File: config.mk
export PLATFORM = sky130hd
export DESIGN_NAME = scb_arbiter_flat
export DESIGN_NICKNAME = d
export VERILOG_FILES = /design/src/rtl/scb_arbiter_if.sv /design/src/rtl/scb_arbiter.sv /design/src/flat_wrapper.sv
export SDC_FILE = /design/constraint.sdc
export NUM_CORES = 1
export LEC_CHECK = 0
export CORE_MARGIN = 2
export CORE_UTILIZATION = 23
export CTS_CLUSTER_DIAMETER = 50
export DETAILED_ROUTE_END_ITERATION = 12
export PLACE_DENSITY = 0.79
export SKIP_CTS_REPAIR_TIMING = 1
export SLEW_MARGIN = 20
export SYNTH_ARGS = -nofsm -noshare
export SYNTH_HDL_FRONTEND = slang
export SYNTH_SLANG_ARGS = --single-unit
File: constraint.sdc
create_clock -name clk_i -period 1.6 [get_ports clk_i]
set_clock_uncertainty 0.15 [all_clocks]
set_input_delay 0.16 -clock clk_i [delete_from_list [all_inputs] [get_ports clk_i]]
set_output_delay 0.16 -clock clk_i [all_outputs]
set_load 0.005 [all_outputs]
File: src/rtl/scb_arbiter_if.sv
// Bus bundle between two SCB requesters, the arbiter and the scratchpad port.
// The arbiter connects through the slave modport; the requesters and memory use master.
interface scb_arbiter_if #(
  parameter int unsigned A = 11,
  parameter int unsigned D = 16,
  parameter int unsigned B = 2
);
  logic [A-1:0] m0_Addr_i, m1_Addr_i;
  logic [D-1:0] m0_Data_i, m1_Data_i;
  logic [B-1:0] m0_stb_i, m1_stb_i;
  logic         m0_ce_i, m1_ce_i;
  logic         m0_rd_i, m1_rd_i;
  logic         m0_wr_i, m1_wr_i;
  logic [D-1:0] m0_Data_o, m1_Data_o;
  logic         m0_ack_o, m1_ack_o;
  logic         m0_err_o, m1_err_o;
  logic [A-1:0] scb_Addr_o;
  logic [D-1:0] scb_Data_o;
  logic [B-1:0] scb_stb_o;
  logic         scb_ce_o, scb_rd_o, scb_wr_o;
  logic [D-1:0] scb_Data_i;
  logic         scb_rdy_i;

  modport slave (
    input  m0_Addr_i, m1_Addr_i, m0_Data_i, m1_Data_i, m0_stb_i, m1_stb_i,
    input  m0_ce_i, m1_ce_i, m0_rd_i, m1_rd_i, m0_wr_i, m1_wr_i,
    output m0_Data_o, m1_Data_o, m0_ack_o, m1_ack_o, m0_err_o, m1_err_o,
    output scb_Addr_o, scb_Data_o, scb_stb_o, scb_ce_o, scb_rd_o, scb_wr_o,
    input  scb_Data_i, scb_rdy_i
  );

  modport master (
    output m0_Addr_i, m1_Addr_i, m0_Data_i, m1_Data_i, m0_stb_i, m1_stb_i,
    output m0_ce_i, m1_ce_i, m0_rd_i, m1_rd_i, m0_wr_i, m1_wr_i,
    input  m0_Data_o, m1_Data_o, m0_ack_o, m1_ack_o, m0_err_o, m1_err_o,
    input  scb_Addr_o, scb_Data_o, scb_stb_o, scb_ce_o, scb_rd_o, scb_wr_o,
    output scb_Data_i, scb_rdy_i
  );
endinterface

File: src/rtl/scb_arbiter.sv
// Two-requester arbiter for the SCB scratchpad: combinational grant, one-cycle registered ack,
// round-robin or fixed priority, and rejection of malformed commands without touching memory.
module scb_arbiter #(
  parameter int unsigned A         = 11,
  parameter int unsigned D         = 16,
  parameter int unsigned B         = 2,
  parameter bit          FIXED_PRI = 1'b0
) (
  input logic          clk_i,
  input logic          rst_i,
  scb_arbiter_if.slave bus
);

  logic         w_ack0, w_ack1;
  logic         w_elig0, w_elig1;
  logic         w_gnt, w_any, w_ill, w_legal, w_accept;
  logic [A-1:0] w_addr;
  logic [D-1:0] w_data;
  logic [B-1:0] w_stb;
  logic         w_rd, w_wr;

  logic r_last_gnt;
  logic r_lock, r_lock_id;
  logic r_rsp_vld, r_rsp_id, r_rsp_err;

  assign w_ack0 = r_rsp_vld & ~r_rsp_id;
  assign w_ack1 = r_rsp_vld & r_rsp_id;

  // A requester whose ack is high this cycle is completing, not asking again.
  assign w_elig0 = bus.m0_ce_i & ~w_ack0;
  assign w_elig1 = bus.m1_ce_i & ~w_ack1;

  always_comb begin
    w_gnt = 1'b0;
    if (r_lock) begin
      w_gnt = r_lock_id;
    end else if (w_elig0 && w_elig1) begin
      w_gnt = FIXED_PRI ? 1'b0 : ~r_last_gnt;
    end else begin
      w_gnt = ~w_elig0 & w_elig1;
    end
  end

  assign w_any  = ~rst_i & (w_gnt ? w_elig1 : w_elig0);
  assign w_addr = w_gnt ? bus.m1_Addr_i : bus.m0_Addr_i;
  assign w_data = w_gnt ? bus.m1_Data_i : bus.m0_Data_i;
  assign w_stb  = w_gnt ? bus.m1_stb_i  : bus.m0_stb_i;
  assign w_rd   = w_gnt ? bus.m1_rd_i   : bus.m0_rd_i;
  assign w_wr   = w_gnt ? bus.m1_wr_i   : bus.m0_wr_i;

  assign w_ill    = (w_rd == w_wr) || (w_stb == '0);
  assign w_legal  = w_any & ~w_ill;
  assign w_accept = w_any & bus.scb_rdy_i;

  assign bus.scb_ce_o   = w_legal;
  assign bus.scb_rd_o   = w_legal & w_rd;
  assign bus.scb_wr_o   = w_legal & w_wr;
  assign bus.scb_stb_o  = w_legal ? w_stb : '0;
  assign bus.scb_Addr_o = w_any ? w_addr : '0;
  assign bus.scb_Data_o = w_any ? w_data : '0;

  assign bus.m0_ack_o  = w_ack0;
  assign bus.m1_ack_o  = w_ack1;
  assign bus.m0_err_o  = w_ack0 & r_rsp_err;
  assign bus.m1_err_o  = w_ack1 & r_rsp_err;
  assign bus.m0_Data_o = (w_ack0 && !r_rsp_err) ? bus.scb_Data_i : '0;
  assign bus.m1_Data_o = (w_ack1 && !r_rsp_err) ? bus.scb_Data_i : '0;

  // A stalled issue locks the grant so a late arrival cannot steal the port mid-stall.
  always_ff @(posedge clk_i or posedge rst_i) begin
    if (rst_i) begin
      r_last_gnt <= 1'b1;
      r_lock     <= 1'b0;
      r_lock_id  <= 1'b0;
      r_rsp_vld  <= 1'b0;
      r_rsp_id   <= 1'b0;
      r_rsp_err  <= 1'b0;
    end else begin
      r_rsp_vld <= w_accept;
      r_rsp_id  <= w_gnt;
      r_rsp_err <= w_ill;
      r_lock    <= w_any & ~bus.scb_rdy_i;
      r_lock_id <= w_gnt;
      if (w_accept) begin
        r_last_gnt <= w_gnt;
      end
    end
  end

endmodule

File: src/flat_wrapper.sv
// flat-port wrapper written by rule: the top's interface ports become plain ports
module scb_arbiter_flat 
#(
  parameter int unsigned A         = 11,
  parameter int unsigned D         = 16,
  parameter int unsigned B         = 2,
  parameter bit          FIXED_PRI = 1'b0
)
  (clk_i, rst_i, bus_m0_Addr_i, bus_m1_Addr_i, bus_m0_Data_i, bus_m1_Data_i, bus_m0_stb_i, bus_m1_stb_i, bus_m0_ce_i, bus_m1_ce_i, bus_m0_rd_i, bus_m1_rd_i, bus_m0_wr_i, bus_m1_wr_i, bus_m0_Data_o, bus_m1_Data_o, bus_m0_ack_o, bus_m1_ack_o, bus_m0_err_o, bus_m1_err_o, bus_scb_Addr_o, bus_scb_Data_o, bus_scb_stb_o, bus_scb_ce_o, bus_scb_rd_o, bus_scb_wr_o, bus_scb_Data_i, bus_scb_rdy_i);
  scb_arbiter_if #(.A(A), .D(D), .B(B)) bus_i ();
  input logic clk_i;
  input logic rst_i;
  input wire logic [$bits(bus_i.m0_Addr_i)-1:0] bus_m0_Addr_i;
  input wire logic [$bits(bus_i.m1_Addr_i)-1:0] bus_m1_Addr_i;
  input wire logic [$bits(bus_i.m0_Data_i)-1:0] bus_m0_Data_i;
  input wire logic [$bits(bus_i.m1_Data_i)-1:0] bus_m1_Data_i;
  input wire logic [$bits(bus_i.m0_stb_i)-1:0] bus_m0_stb_i;
  input wire logic [$bits(bus_i.m1_stb_i)-1:0] bus_m1_stb_i;
  input wire logic [$bits(bus_i.m0_ce_i)-1:0] bus_m0_ce_i;
  input wire logic [$bits(bus_i.m1_ce_i)-1:0] bus_m1_ce_i;
  input wire logic [$bits(bus_i.m0_rd_i)-1:0] bus_m0_rd_i;
  input wire logic [$bits(bus_i.m1_rd_i)-1:0] bus_m1_rd_i;
  input wire logic [$bits(bus_i.m0_wr_i)-1:0] bus_m0_wr_i;
  input wire logic [$bits(bus_i.m1_wr_i)-1:0] bus_m1_wr_i;
  output wire logic [$bits(bus_i.m0_Data_o)-1:0] bus_m0_Data_o;
  output wire logic [$bits(bus_i.m1_Data_o)-1:0] bus_m1_Data_o;
  output wire logic [$bits(bus_i.m0_ack_o)-1:0] bus_m0_ack_o;
  output wire logic [$bits(bus_i.m1_ack_o)-1:0] bus_m1_ack_o;
  output wire logic [$bits(bus_i.m0_err_o)-1:0] bus_m0_err_o;
  output wire logic [$bits(bus_i.m1_err_o)-1:0] bus_m1_err_o;
  output wire logic [$bits(bus_i.scb_Addr_o)-1:0] bus_scb_Addr_o;
  output wire logic [$bits(bus_i.scb_Data_o)-1:0] bus_scb_Data_o;
  output wire logic [$bits(bus_i.scb_stb_o)-1:0] bus_scb_stb_o;
  output wire logic [$bits(bus_i.scb_ce_o)-1:0] bus_scb_ce_o;
  output wire logic [$bits(bus_i.scb_rd_o)-1:0] bus_scb_rd_o;
  output wire logic [$bits(bus_i.scb_wr_o)-1:0] bus_scb_wr_o;
  input wire logic [$bits(bus_i.scb_Data_i)-1:0] bus_scb_Data_i;
  input wire logic [$bits(bus_i.scb_rdy_i)-1:0] bus_scb_rdy_i;
  assign bus_i.m0_Addr_i = bus_m0_Addr_i;
  assign bus_i.m1_Addr_i = bus_m1_Addr_i;
  assign bus_i.m0_Data_i = bus_m0_Data_i;
  assign bus_i.m1_Data_i = bus_m1_Data_i;
  assign bus_i.m0_stb_i = bus_m0_stb_i;
  assign bus_i.m1_stb_i = bus_m1_stb_i;
  assign bus_i.m0_ce_i = bus_m0_ce_i;
  assign bus_i.m1_ce_i = bus_m1_ce_i;
  assign bus_i.m0_rd_i = bus_m0_rd_i;
  assign bus_i.m1_rd_i = bus_m1_rd_i;
  assign bus_i.m0_wr_i = bus_m0_wr_i;
  assign bus_i.m1_wr_i = bus_m1_wr_i;
  assign bus_m0_Data_o = bus_i.m0_Data_o;
  assign bus_m1_Data_o = bus_i.m1_Data_o;
  assign bus_m0_ack_o = bus_i.m0_ack_o;
  assign bus_m1_ack_o = bus_i.m1_ack_o;
  assign bus_m0_err_o = bus_i.m0_err_o;
  assign bus_m1_err_o = bus_i.m1_err_o;
  assign bus_scb_Addr_o = bus_i.scb_Addr_o;
  assign bus_scb_Data_o = bus_i.scb_Data_o;
  assign bus_scb_stb_o = bus_i.scb_stb_o;
  assign bus_scb_ce_o = bus_i.scb_ce_o;
  assign bus_scb_rd_o = bus_i.scb_rd_o;
  assign bus_scb_wr_o = bus_i.scb_wr_o;
  assign bus_i.scb_Data_i = bus_scb_Data_i;
  assign bus_i.scb_rdy_i = bus_scb_rdy_i;
  scb_arbiter #(.A(A), .D(D), .B(B), .FIXED_PRI(FIXED_PRI)) u_core (.clk_i(clk_i), .rst_i(rst_i), .bus(bus_i));
endmodule
==> After elaboration in Yosys (flattened, before gate mapping) <==
Cells that the tools add are included.
{ "classes": {"eq_ne": 1, "muxes": 13, "bitwise_logic": 21, "n_reduce_logical": 6} }
{ "op_table": {"columns": ["op", "n"], "rows": [
  ["$mux 16", 4],
  ["$mux 11", 2],
  ["$and 1x1->1", 13],
  ["$not 1->1", 8],
  ["$mux 1", 5],
  ["$mux 2", 2],
  ["$logic_and 1x1->1", 3],
  ["$logic_not 2->1", 1],
  ["$eq 1x1->1", 1],
  ["$logic_not 1->1", 1],
  ["$logic_or 1x1->1", 1]
]} }
{ "word_totals": {"ff_bits": 5, "output_inout_bits": 68} }

==> Logic depth before layout (Yosys ltp) <==
{ "depth": {"ltp_word": 14, "mapped_depth": 6} }

==> Worst setup path before layout <==
Ideal clock, no wire load.
{ "synth_timing": {"path_type": "reg2out", "from": "reg u_core.r_last_gnt", "to": "out bus_scb_ce_o", "arrival_ps": 1380, "slack_ps": -90, "path_stages_with_launch": 6, "path_cell_list": "dfstp_2 > nand3b_1 > a32oi_2 > inv_2 > mux2_4 > nor2_2"} }
{ "synth_via": {"elab_chain_len": 8, "word_cells_on_any_way": 13, "classes_between": "1 x eq/ne; 6 x mux; 4 x bitwise; 2 x reduce/logical"} }
{ "synth_rtl": {"columns": ["item", "line", "text"], "rows": [
  ["from (decl)", "scb_arbiter.sv:22", "logic r_last_gnt;"],
  ["from (signal assigned)", "scb_arbiter.sv:85", "r_last_gnt <= w_gnt;"],
  ["$not 1->1 *", "scb_arbiter.sv:38", "w_gnt = FIXED_PRI ? 1'b0 : ~r_last_gnt;"],
  ["$mux 1 *", "scb_arbiter.sv:37", "end else if (w_elig0 && w_elig1) begin"],
  ["$mux 1 *", "scb_arbiter.sv:35", "if (r_lock) begin"],
  ["$mux 1, or another cell as far along", "scb_arbiter.sv:48", "assign w_rd = w_gnt ? bus.m1_rd_i : bus.m0_rd_i;"],
  ["$eq 1x1->1 or $logic_not 2->1 (tied branches)", "scb_arbiter.sv:51", "assign w_ill = (w_rd == w_wr) || (w_stb == '0);"],
  ["$logic_or 1x1->1 *", "scb_arbiter.sv:51", null],
  ["net u_core.w_ill", "scb_arbiter.sv:16", "logic w_gnt, w_any, w_ill, w_legal, w_accept;"],
  ["$not 1->1 *", "scb_arbiter.sv:52", "assign w_legal = w_any & ~w_ill;"],
  ["$and 1x1->1 *", "scb_arbiter.sv:52", null],
  ["to (decl)", "flat_wrapper.sv:34", "output wire logic [$bits(bus_i.scb_ce_o)-1:0] bus_scb_ce_o;"]
]} }
The timed path passes the listed nets; every way through them passes the cells marked *.

==> Final worst setup path <==
{ "layout_timing": {"from": "reg u_core.r_last_gnt", "to": "out bus_scb_wr_o"} }
{ "layout_via": {"elab_chain_len": 9, "word_cells_on_any_way": 14, "classes_between": "1 x eq/ne; 6 x mux; 5 x bitwise; 2 x reduce/logical"} }
{ "layout_rtl": {"columns": ["item", "line", "text"], "rows": [
  ["$not 1->1 *", "scb_arbiter.sv:38", null],
  ["$mux 1 *", "scb_arbiter.sv:37", null],
  ["$mux 1 *", "scb_arbiter.sv:35", null],
  ["$mux 1, or another cell as far along", "scb_arbiter.sv:48", null],
  ["$eq 1x1->1 or $logic_not 2->1 (tied branches)", "scb_arbiter.sv:51", null],
  ["$logic_or 1x1->1", "scb_arbiter.sv:51", null],
  ["$not 1->1", "scb_arbiter.sv:52", null],
  ["$and 1x1->1", "scb_arbiter.sv:52", null],
  ["$and 1x1->1 *", "scb_arbiter.sv:57", "assign bus.scb_wr_o = w_legal & w_wr;"],
  ["to (decl)", "flat_wrapper.sv:36", "output wire logic [$bits(bus_i.scb_wr_o)-1:0] bus_scb_wr_o;"]
]} }
Every way passes the cells marked *; elsewhere a longest branch is shown, timed or not.

==> impl_metrics.json <==
{
  "status": "finished with violations",
  "violations": "setup timing",
  "io_buffers": 150,
  "combPwrFrac_pct": 70.8,
  "wire_per_inst_um": 13.9,
  "via_per_inst": 4.59,
  "drc_errors": 0,
  "grt_max_degree": 18,
  "crit_type": "reg2out",
  "fin_nets": 426,
  "dieArea_sq_um": 5400,
  "start_util_pct": 23.7,
  "drive_gt1_share_pct": 37.7,
  "ys_types": 28,
  "syn-num-nets": 253,
  "min_period_ns": 2.27,
  "vdd_ir_drop_max_v": 0.000318,
  "drv_cap": 0,
  "placed_area_sq_um": 2770,
  "clock_latency_ns": 0.22,
  "report.final.slew_viol_count": 0,
  "wirelength_um": 5490,
  "p_sw_uw": 483,
  "fin_area_sq_um": 2980,
  "dp_hpwl_um": 4260,
  "r2r-end": "u_core.r_last_gnt$_DFFE_PP1P_",
  "hold_path.class": "in2async",
  "end_kind": "output port",
  "gp_congestion": 0.742,
  "critPathMostFrequentCell": "buf_6",
  "power.total_mw": 1.39,
  "rsz0062_at_grt": "true",
  "startpoint_type": "flip-flop",
  "cp.arrival_ns": 1.96,
  "period_share_pct": 142,
  "root_buffer": "clkbuf_8",
  "intPower_uw": 910,
  "total_leakage_power_nw": 1.32,
  "htreeDepth": 1,
  "grt_first_pass_wirelength_um": 7360,
  "p_per_area_nw_per_um2": 467,
  "finish.utilization_pct": 63.6,
  "grt-ovfl-total": 0,
  "max-clock-path-buffers": 2,
  "slowest_stage": "dfstp_2",
  "cp_cell_sequence": "nand3b_1, a32oi_4, buf_12, buf_6, buf_6, buf_8, nand4b_1, a21oi_2, buf_2",
  "relSlewSlack_pct": 84.2,
  "finalSetupViolations": 68,
  "track_usage_pct": 17.0,
  "required_ns": 1.29,
  "tritoncts": "yes",
  "reg2reg_depth": 7,
  "pwr-share-seq_pct": 12.5,
  "drt_iter0_markers": 21,
  "num_antenna_cells": 0,
  "num_io_pins": 151,
  "cp_num_buf_inv": 5,
  "grt_pass1_vias": 1604,
  "cp_max_fo": 8,
  "worst_pin_slew_ns": 0.238,
  "chipWidth_um": 73.5,
  "chipHeight_um": 73.5,
  "yosysSeqAreaShare_pct": 11.4,
  "netlist_area_sq_um": 1110,
  "ys_seq_elements": 5,
  "setup_tns_ns": -37.30,
  "core-area_sq_um": 4690,
  "num_vias": 1818,
  "fin_ws_ns": -0.669,
  "hold_viol": 0,
  "cts_sinks": 5,
  "fmax_mhz": 441,
  "netSwitchingFraction_pct": 34.7,
  "rows": 25,
  "timing.rr.start": "u_core.r_last_gnt$_DFFE_PP1P_",
  "syn_inst": 170,
  "cts.clk_slew.worst_paths_ns": 0.04,
  "antenna_left": 0,
  "dr.pass1.iters": 4,
  "crit_family": "buffers and inverters",
  "yosys_warnings": 0,
  "avgSynthCellArea_sq_um": 6.53,
  "clock_power_share_pct": 16.7,
  "antenna_found_initial": 0,
  "numCtsBuffers": 3,
  "cpPeakStageDelay_ns": 0.52,
  "reg2reg_slack_ns": -0.24,
  "syn_to_final_growth_pct": 169
}
[power groups by stage]
stage                     clock (mW)  combinational, mW  sequential, mW
after floorplan                    0              0.331           0.165
after global placement             0              0.802           0.170
after detailed placement           0              0.812           0.172
after CTS                      0.235              0.816           0.171
after global routing           0.249               1.06           0.177
final                          0.233              0.986           0.174
[worst register-to-register path: cells and delay by family (launching register included)]
kind,cells,cell delay [ns]
AO/OA/AOI/OAI,1,0.28
AND/OR/NAND/NOR,1,0.13
buffers and inverters,4,0.42
multiplexers,1,0.26
flip-flops,1,0.52
[cell usage after synthesis, drive strengths merged]
| cell | count | share of area, % |
|---|---|---|
| a21oi | 31 | 23 |
| a32oi | 2 | 2.3 |
| and2 | 33 | 19 |
| and3 | 1 | 0.56 |
| buf | 9 | 5.7 |
| clkbuf | 3 | 1.0 |
| dfrtp | 4 | 9.0 |
| dfstp | 1 | 2.4 |
| inv | 4 | 1.4 |
| mux2 | 2 | 2.4 |
| mux2i | 1 | 0.90 |
| nand2 | 58 | 20 |
| nand2b | 1 | 0.56 |
| nand3 | 4 | 1.8 |
| nand3b | 1 | 0.68 |
| nand4b | 4 | 3.2 |
| nor2 | 4 | 1.6 |
| nor2b | 1 | 0.56 |
| nor3b | 1 | 1.1 |
| or2 | 3 | 1.7 |
| xor2 | 2 | 1.6 |
[through the flow]
step           setup WS [ns]  std cells  hold WS, ns
6_report              -0.669        396        0.181
5_1_grt               -0.758        396        0.194
4_1_cts               -0.903        385        0.154
3_5_place_dp          -0.780        381        0.378
3_3_place_gp          -0.747        381        0.362
2_1_floorplan        -0.0325        170       -0.212
[cell usage in the layout (no fill, tap or decap), types with 3 or more instances in the layout]
| cell type | instances |
|---|---|
| a21oi_2 | 30 |
| and2_1 | 33 |
| buf_12 | 4 |
| buf_2 | 24 |
| buf_4 | 15 |
| buf_6 | 4 |
| buf_8 | 5 |
| clkbuf_2 | 8 |
| clkbuf_8 | 3 |
| clkdlybuf4s50_1 | 116 |
| dfrtp_1 | 3 |
| inv_1 | 3 |
| nand2_1 | 37 |
| nand2_2 | 16 |
| nand2_4 | 5 |
| nand3_1 | 4 |
| nand4b_1 | 4 |
| nor2_1 | 3 |
[registers in the layout (all words and copies together) (netlist names)]
| register | cells |
|---|---|
| u_core.r_last_gnt | 1 |
| u_core.r_lock | 1 |
| u_core.r_lock_id | 1 |
| u_core.r_rsp_err | 1 |
| u_core.r_rsp_vld | 1 |
[area by class of cell]
type | count | area, sq um
Clock buffer | 4 | 45.0
Fill cell | 425 | 1710
Inverter | 4 | 22.5
Multi-Input combinational cell | 149 | 1010
Sequential cell | 5 | 128
Tap cell | 54 | 67.6
Timing Repair Buffer | 180 | 1710
[worst max-delay path by stage]
stage	startpoint	endpoint	depth (start not counted)
4_1_cts	u_core.r_lock_id$_DFF_PP0_	bus_scb_Data_o[8]	6
3_3_place_gp	bus_m1_ce_i	bus_scb_wr_o	7
6_report	u_core.r_last_gnt$_DFFE_PP1P_	bus_scb_wr_o	9
2_1_floorplan	u_core.r_last_gnt$_DFFE_PP1P_	bus_scb_rd_o	5
5_1_grt	u_core.r_last_gnt$_DFFE_PP1P_	bus_scb_wr_o	9
3_5_place_dp	bus_m1_ce_i	bus_scb_ce_o	7
[per-layer routing]
layer  global-route usage [%]  part of all wire (%)  vias up
met2                     34.1                    54       93
met3                     3.98                   8.4        6
li1                         -                     -      901
met5                        0                     0        -
met1                     17.9                    36      818
met4                     2.83                   1.4        0
[logic make-up after synthesis]
kind of cell	Yosys count	synth area share, %
AND/OR/NAND/NOR	111	49.9
multiplexers	3	3.27
AO/OA/AOI/OAI	33	25.7
flip-flops	5	11.4
buffers and inverters	16	8.12
XOR/XNOR	2	1.58
Note: power is estimated with default switching activity, not from simulation.
==> variant 1 (same flow settings) <==
`A` is set to 11 in 3 places; all go to 12.
--- a/src/rtl/scb_arbiter_if.sv
+++ b/src/rtl/scb_arbiter_if.sv
@@ -2,5 +2,5 @@
 // The arbiter connects through the slave modport; the requesters and memory use master.
 interface scb_arbiter_if #(
-  parameter int unsigned A = 11,
+  parameter int unsigned A = 12,
   parameter int unsigned D = 16,
   parameter int unsigned B = 2
--- a/src/rtl/scb_arbiter.sv
+++ b/src/rtl/scb_arbiter.sv
@@ -2,5 +2,5 @@
 // round-robin or fixed priority, and rejection of malformed commands without touching memory.
 module scb_arbiter #(
-  parameter int unsigned A         = 11,
+  parameter int unsigned A         = 12,
   parameter int unsigned D         = 16,
   parameter int unsigned B         = 2,
--- a/src/flat_wrapper.sv
+++ b/src/flat_wrapper.sv
@@ -2,5 +2,5 @@
 module scb_arbiter_flat 
 #(
-  parameter int unsigned A         = 11,
+  parameter int unsigned A         = 12,
   parameter int unsigned D         = 16,
   parameter int unsigned B         = 2,
Ports: changed (resized bus_m0_Addr_i, bus_m1_Addr_i and bus_scb_Addr_o); port bits go from 151 to 154. No check against the original RTL was run, so the function may have changed too.
==> variant 1 against the original RTL <==
  * The run still ends with setup timing left
  * Critical path depth stayed put
  * Sequential cell count stayed put
  * Sequential share of layout area is 0.34 points lower
  * Setup slack better by 0.016 ns
  * Maximum frequency is 0.69% higher
  * Cell area is 9.8% higher
  * Wire length is 8.5% higher
  * Area after synthesis is 1.1% higher
  * Largest cell class unchanged
  * Power is 3.9% higher
==> variant 1: results (changes against the original RTL) <==
| Parameter | This run | Unit | vs unedited |
|:---|:---|:---|:---|
| Status | finished with violations | - |  |
| Violations in the final reports | setup timing | - |  |
| Detailed Route Iter0 Violations | 23 | - | +9.5% |
| Biggest fanout along the worst timing path | 5 | - | -3 |
| Number of buffers added on ports | 153 | - | +2.0% |
| Netlist cell types | 29 | - | +3.6% |
| Half-perimeter wire length after placement | 4.144 | mm | -2.8% |
| Antenna violations before repair | 0 | - | unchanged |
| Setup ws final | -0.6530 | ns | +0.01554 ns |
| Via count | 1,939 | - | +6.7% |
| Router iterations before antenna repair | 4 | - | unchanged |
| Proportion of synthesized area in mux cells | 3.233 | % | -0.036 points |
| Area fraction of the dominant cell type after synthesis | 21.85 | % | -0.25 points |
| Mapped Avg Cell Area | 6.487 | um^2 | -0.63% |
| Global-route met3 utilization | 4.801 | % | +0.82 points |
| Routed wire per std cell | 13.76 | um | -0.80% |
| Pin count of the biggest net entering global routing | 24 | - | +6 |
| Register-to-Register Path Depth | 5 | - | -2 |
| Pint | 0.9371 | mW | +3.0% |
| Via count of the first global-routing pass | 1,717 | - | +7.0% |
| Synthesized-area fraction occupied by ao, oa, aoi and oai cells | 25.86 | % | +0.16 points |
| Largest buffer count on any clock path | 2 | - | unchanged |
| Total length of routed met3 wires | 561 | um | +21% |
| Number of inserted filler cells in the final layout | 382 | - | -10% |
| Placed Instances | 400 | - | +5.0% |
| Endpoint of the lowest-slack register-to-register path | u_core.r_rsp_err | - |  |
| Aggregate global-route resource usage | 17.30 | % | +0.25 points |
| Commonest cells in the netlist | nand2_1 (59), and2_1 (33), a21oi_2 (28) | - |  |
| Launching element type of the critical path | flip-flop | - |  |
| Share of final-layout standard cells stronger than drive strength 1 | 52.19 | % | +14 points |
| Synth warnings | 0 | - | unchanged |
| Global placer's final weighted congestion | 0.7573 | - | +2.1% |
| Met2 wire len | 3.166 | mm | +6.5% |
| Cell types occupying the most area after synthesis | a21oi_2 (22%), nand2_1 (20%), and2_1 (18%) | - |  |
| Total Neg Setup Slack | -24.67 | ns | +12.63 ns |
| GRT met1 Usage | 18.62 | % | +0.73 points |
| LEAKAGE | 1.671 | nW | +26% |
| Sequential element share of the synthesized area | 11.26 | % | -0.13 points |
| Via-to-Cell Ratio | 4.478 | - | -2.5% |
| Internal reg-to-reg setup slack | -0.20 | ns | +0.04 ns |
| Worst rel slew slack | 85.44 | % | +1.3 points |
| First-pass GRT wire length | 7.521 | mm | +2.2% |
| Family with the most delay on the worst path | buffers and inverters | - |  |
| WL met1 | 2.160 | mm | +9.2% |
| Number of nets in the layout | 452 | - | +6.1% |
| Maximum resistive drop on vdd | 257.4 | uV | -19% |
| XOR/XNOR share of the synthesized area | 1.561 | % | -0.018 points |
| Worst Path Arrival | 1.94 | ns | -0.02 ns |
| Setup violation total in the final timing report | 68 | - | unchanged |
| Net Count, Synth | 258 | - | +2.0% |
## variant 1: changes by cell type after synthesis, sizes merged
cell    before  now
buf          9    7
clkbuf       3    5
nand2       58   60
a21oi       31   32
## variant 1: worst max-delay path by stage
stage | to | depth (start not counted)
6_report | bus_scb_rd_o | 9
5_1_grt | bus_scb_wr_o | 9
4_1_cts | bus_scb_Addr_o[9] | 6
3_5_place_dp | bus_scb_rd_o | 7
3_3_place_gp | bus_scb_rd_o | 7
2_1_floorplan | bus_scb_ce_o | 5
## variant 1: cell families (layout without fill, tap and decap cells)
kind of cell | count (synthesis) | after routing
xor gates and xnor gates | 2 | 2
DFF | 5 | 5
buffers and inverters | 16 | 209
muxes | 3 | 3
and+or+nand+nor | 113 | 113
AOI/OAI and AO/OA | 34 | 34
## variant 1: layout make-up
class | count | share of cell area [%]
Clock buffer | 4 | 1.376
Tap cell | 67 | 2.560
Sequential cell | 5 | 3.936
Inverter | 4 | 0.4585
Multi-Input combinational cell | 152 | 33.24
Timing Repair Buffer | 201 | 58.43
## variant 1: per-stage QoR
step	total power, mW	worst slack (ns)	instance area (um^2)	hold WS (ns)	util [%]
floorplan	0.5194	-0.07614	1151	-0.2122	-
global placement	0.9916	-0.7645	2833	0.3604	59.97
detailed placement	1.003	-0.8235	2833	0.3726	59.97
CTS	1.243	-0.9236	2878	0.1389	60.93
global route	1.539	-0.7540	3274	0.1903	69.32
finish	1.446	-0.6530	3274	0.1388	69.32
## variant 1: power groups by stage
stage,Sequential [mW],Combinational (mW),Clock (mW)
2_1_floorplan,0.166,0.353,0
3_3_place_gp,0.170,0.821,0
3_5_place_dp,0.171,0.832,0
4_1_cts,0.169,0.837,0.237
5_1_grt,0.179,1.11,0.252
6_report,0.175,1.03,0.237
==> variant 2 (config.mk and constraints unchanged) <==
Without the edit above. Make the reset (`rst_i`) synchronous in one clocked block.
--- a/src/rtl/scb_arbiter.sv
+++ b/src/rtl/scb_arbiter.sv
@@ -68,5 +68,5 @@
 
   // A stalled issue locks the grant so a late arrival cannot steal the port mid-stall.
-  always_ff @(posedge clk_i or posedge rst_i) begin
+  always_ff @(posedge clk_i) begin
     if (rst_i) begin
       r_last_gnt <= 1'b1;
Formal check against the unedited RTL: differs if rst_i is asserted again (counterexample within 4 cycles, from zero or initial values and one cycle with rst_i high); with rst_i held inactive, the same outputs for 10 cycles.
==> variant 2 against the original RTL <==
  * The run still ends with setup timing left
  * Wire length up 19%
  * Area after synthesis is 0.23% lower
  * Cell area is 11% higher
  * Maximum frequency grew 5.5%
  * Hold slack better by 0.17 ns
  * Power fell by 3.6%
  * Sequential cell count unchanged
  * Setup slack gained 0.12 ns
  * First-iteration DRC count grew to 4.6 times the old value
  * Critical endpoint is now bus_scb_Data_o[1]
==> variant 2: results (changes against the original RTL) <==
| Parameter | This run | Unit | vs unedited |
|:---|:---|:---|:---|
| Net Count, Synth | 257 | - | +1.6% |
| LEAKAGE | 1.624 | nW | +23% |
| Leading register cell type out of synthesis | dfxtp_1 | - |  |
| Via count | 2,016 | - | +11% |
| Router iterations before antenna repair | 5 | - | +1 |
| Aggregate global-route resource usage | 17.68 | % | +0.64 points |
| Status | finished with violations | - |  |
| Slowest stage cell on the critical path | dfxtp_4 | - |  |
| Share of final-layout standard cells stronger than drive strength 1 | 58.49 | % | +21 points |
| Maximum resistive drop on vdd | 334.3 | uV | +5.3% |
| Cell types occupying the most area after synthesis | a21oi_2 (21%), nand2_1 (19%), and2_1 (19%) | - |  |
| Met2 layer usage reported by global route | 32.83 | % | -1.3 points |
| Placement-stage worst setup slack | -0.7503 | ns | +0.02980 ns |
| Proportion of synthesized area in mux cells | 2.825 | % | -0.44 points |
| Synthesized-area fraction occupied by ao, oa, aoi and oai cells | 27.80 | % | +2.1 points |
| Global-route met3 utilization | 3.841 | % | -0.14 points |
| Via count of the first global-routing pass | 1,744 | - | +8.7% |
| Worst rel slew slack | 79.97 | % | -4.2 points |
| Worst Path Arrival | 1.84 | ns | -0.12 ns |
| Violations in the final reports | setup timing | - |  |
| Detailed Route Iter0 Violations | 97 | - | +360% |
| Number of inserted filler cells in the final layout | 349 | - | -18% |
| Sequential element share of the synthesized area | 9.040 | % | -2.3 points |
| Setup violation total in the final timing report | 67 | - | -1.5% |
| Setup ws final | -0.5499 | ns | +0.1186 ns |
| Post-placement cell area | 0.002791 | mm^2 | +0.72% |
| GRT met1 Usage | 19.36 | % | +1.5 points |
| Number of nets in the layout | 455 | - | +6.8% |
| Half-perimeter wire length after placement | 4.037 | mm | -5.3% |
| Commonest cells in the netlist | nand2_1 (57), and2_1 (34), a21oi_2 (27) | - |  |
| First-pass GRT wire length | 7.590 | mm | +3.1% |
| Async SR Flop Fraction | 0 | % | -100 points |
variant 2: worst paths after layout:
check,startpoint,depth (start not counted),end,slack [ns]
setup reg to reg,u_core.r_lock,6,u_core.r_rsp_err,-0.18
hold reg to reg,u_core.r_last_gnt,2,u_core.r_last_gnt,0.39
hold / removal,bus_scb_rdy_i,2,u_core.r_lock,0.36
setup / recovery,u_core.r_lock,9,bus_scb_Data_o[1],-0.55
variant 2: layer usage:
| layer | share of wire [%] | vias to the layer above |
|---|---|---|
| met4 | 1.8 | 0 |
| met3 | 7.6 | 11 |
| met1 | 37 | 934 |
| met5 | 0 | - |
| li1 | - | 966 |
| met2 | 54 | 105 |
variant 2: final cells by class:
cell class	count	area, um^2	area share (%)
Tap cell	54	67.56	2.032
Inverter	4	15.01	0.4515
Timing Repair Buffer	205	1974	59.37
Sequential cell	5	108.9	3.273
Multi-Input combinational cell	153	1115	33.52
Clock buffer	4	45.04	1.354
variant 2: per-stage QoR:
stage | hold slack, ns | std cells
after floorplan | 0.08161 | 174
after global placement | 0.3499 | 387
after detailed placement | 0.3624 | 387
after CTS | 0.3386 | 391
after global routing | 0.3786 | 425
final | 0.3553 | 425
variant 2: where the power goes:
part | leakage [nW] | switching, mW | internal [mW]
sequential | 0.0432 | 0.0130 | 0.135
combinational | 1.56 | 0.378 | 0.580
clock | 0.0228 | 0.0652 | 0.171
total | 1.62 | 0.456 | 0.887
variant 2: cells by family after synthesis:
group	Yosys count
AOI/OAI and AO/OA	37
xor gates and xnor gates	2
buffers and inverters	16
DFF	5
muxes	3
and+or+nand+nor	111
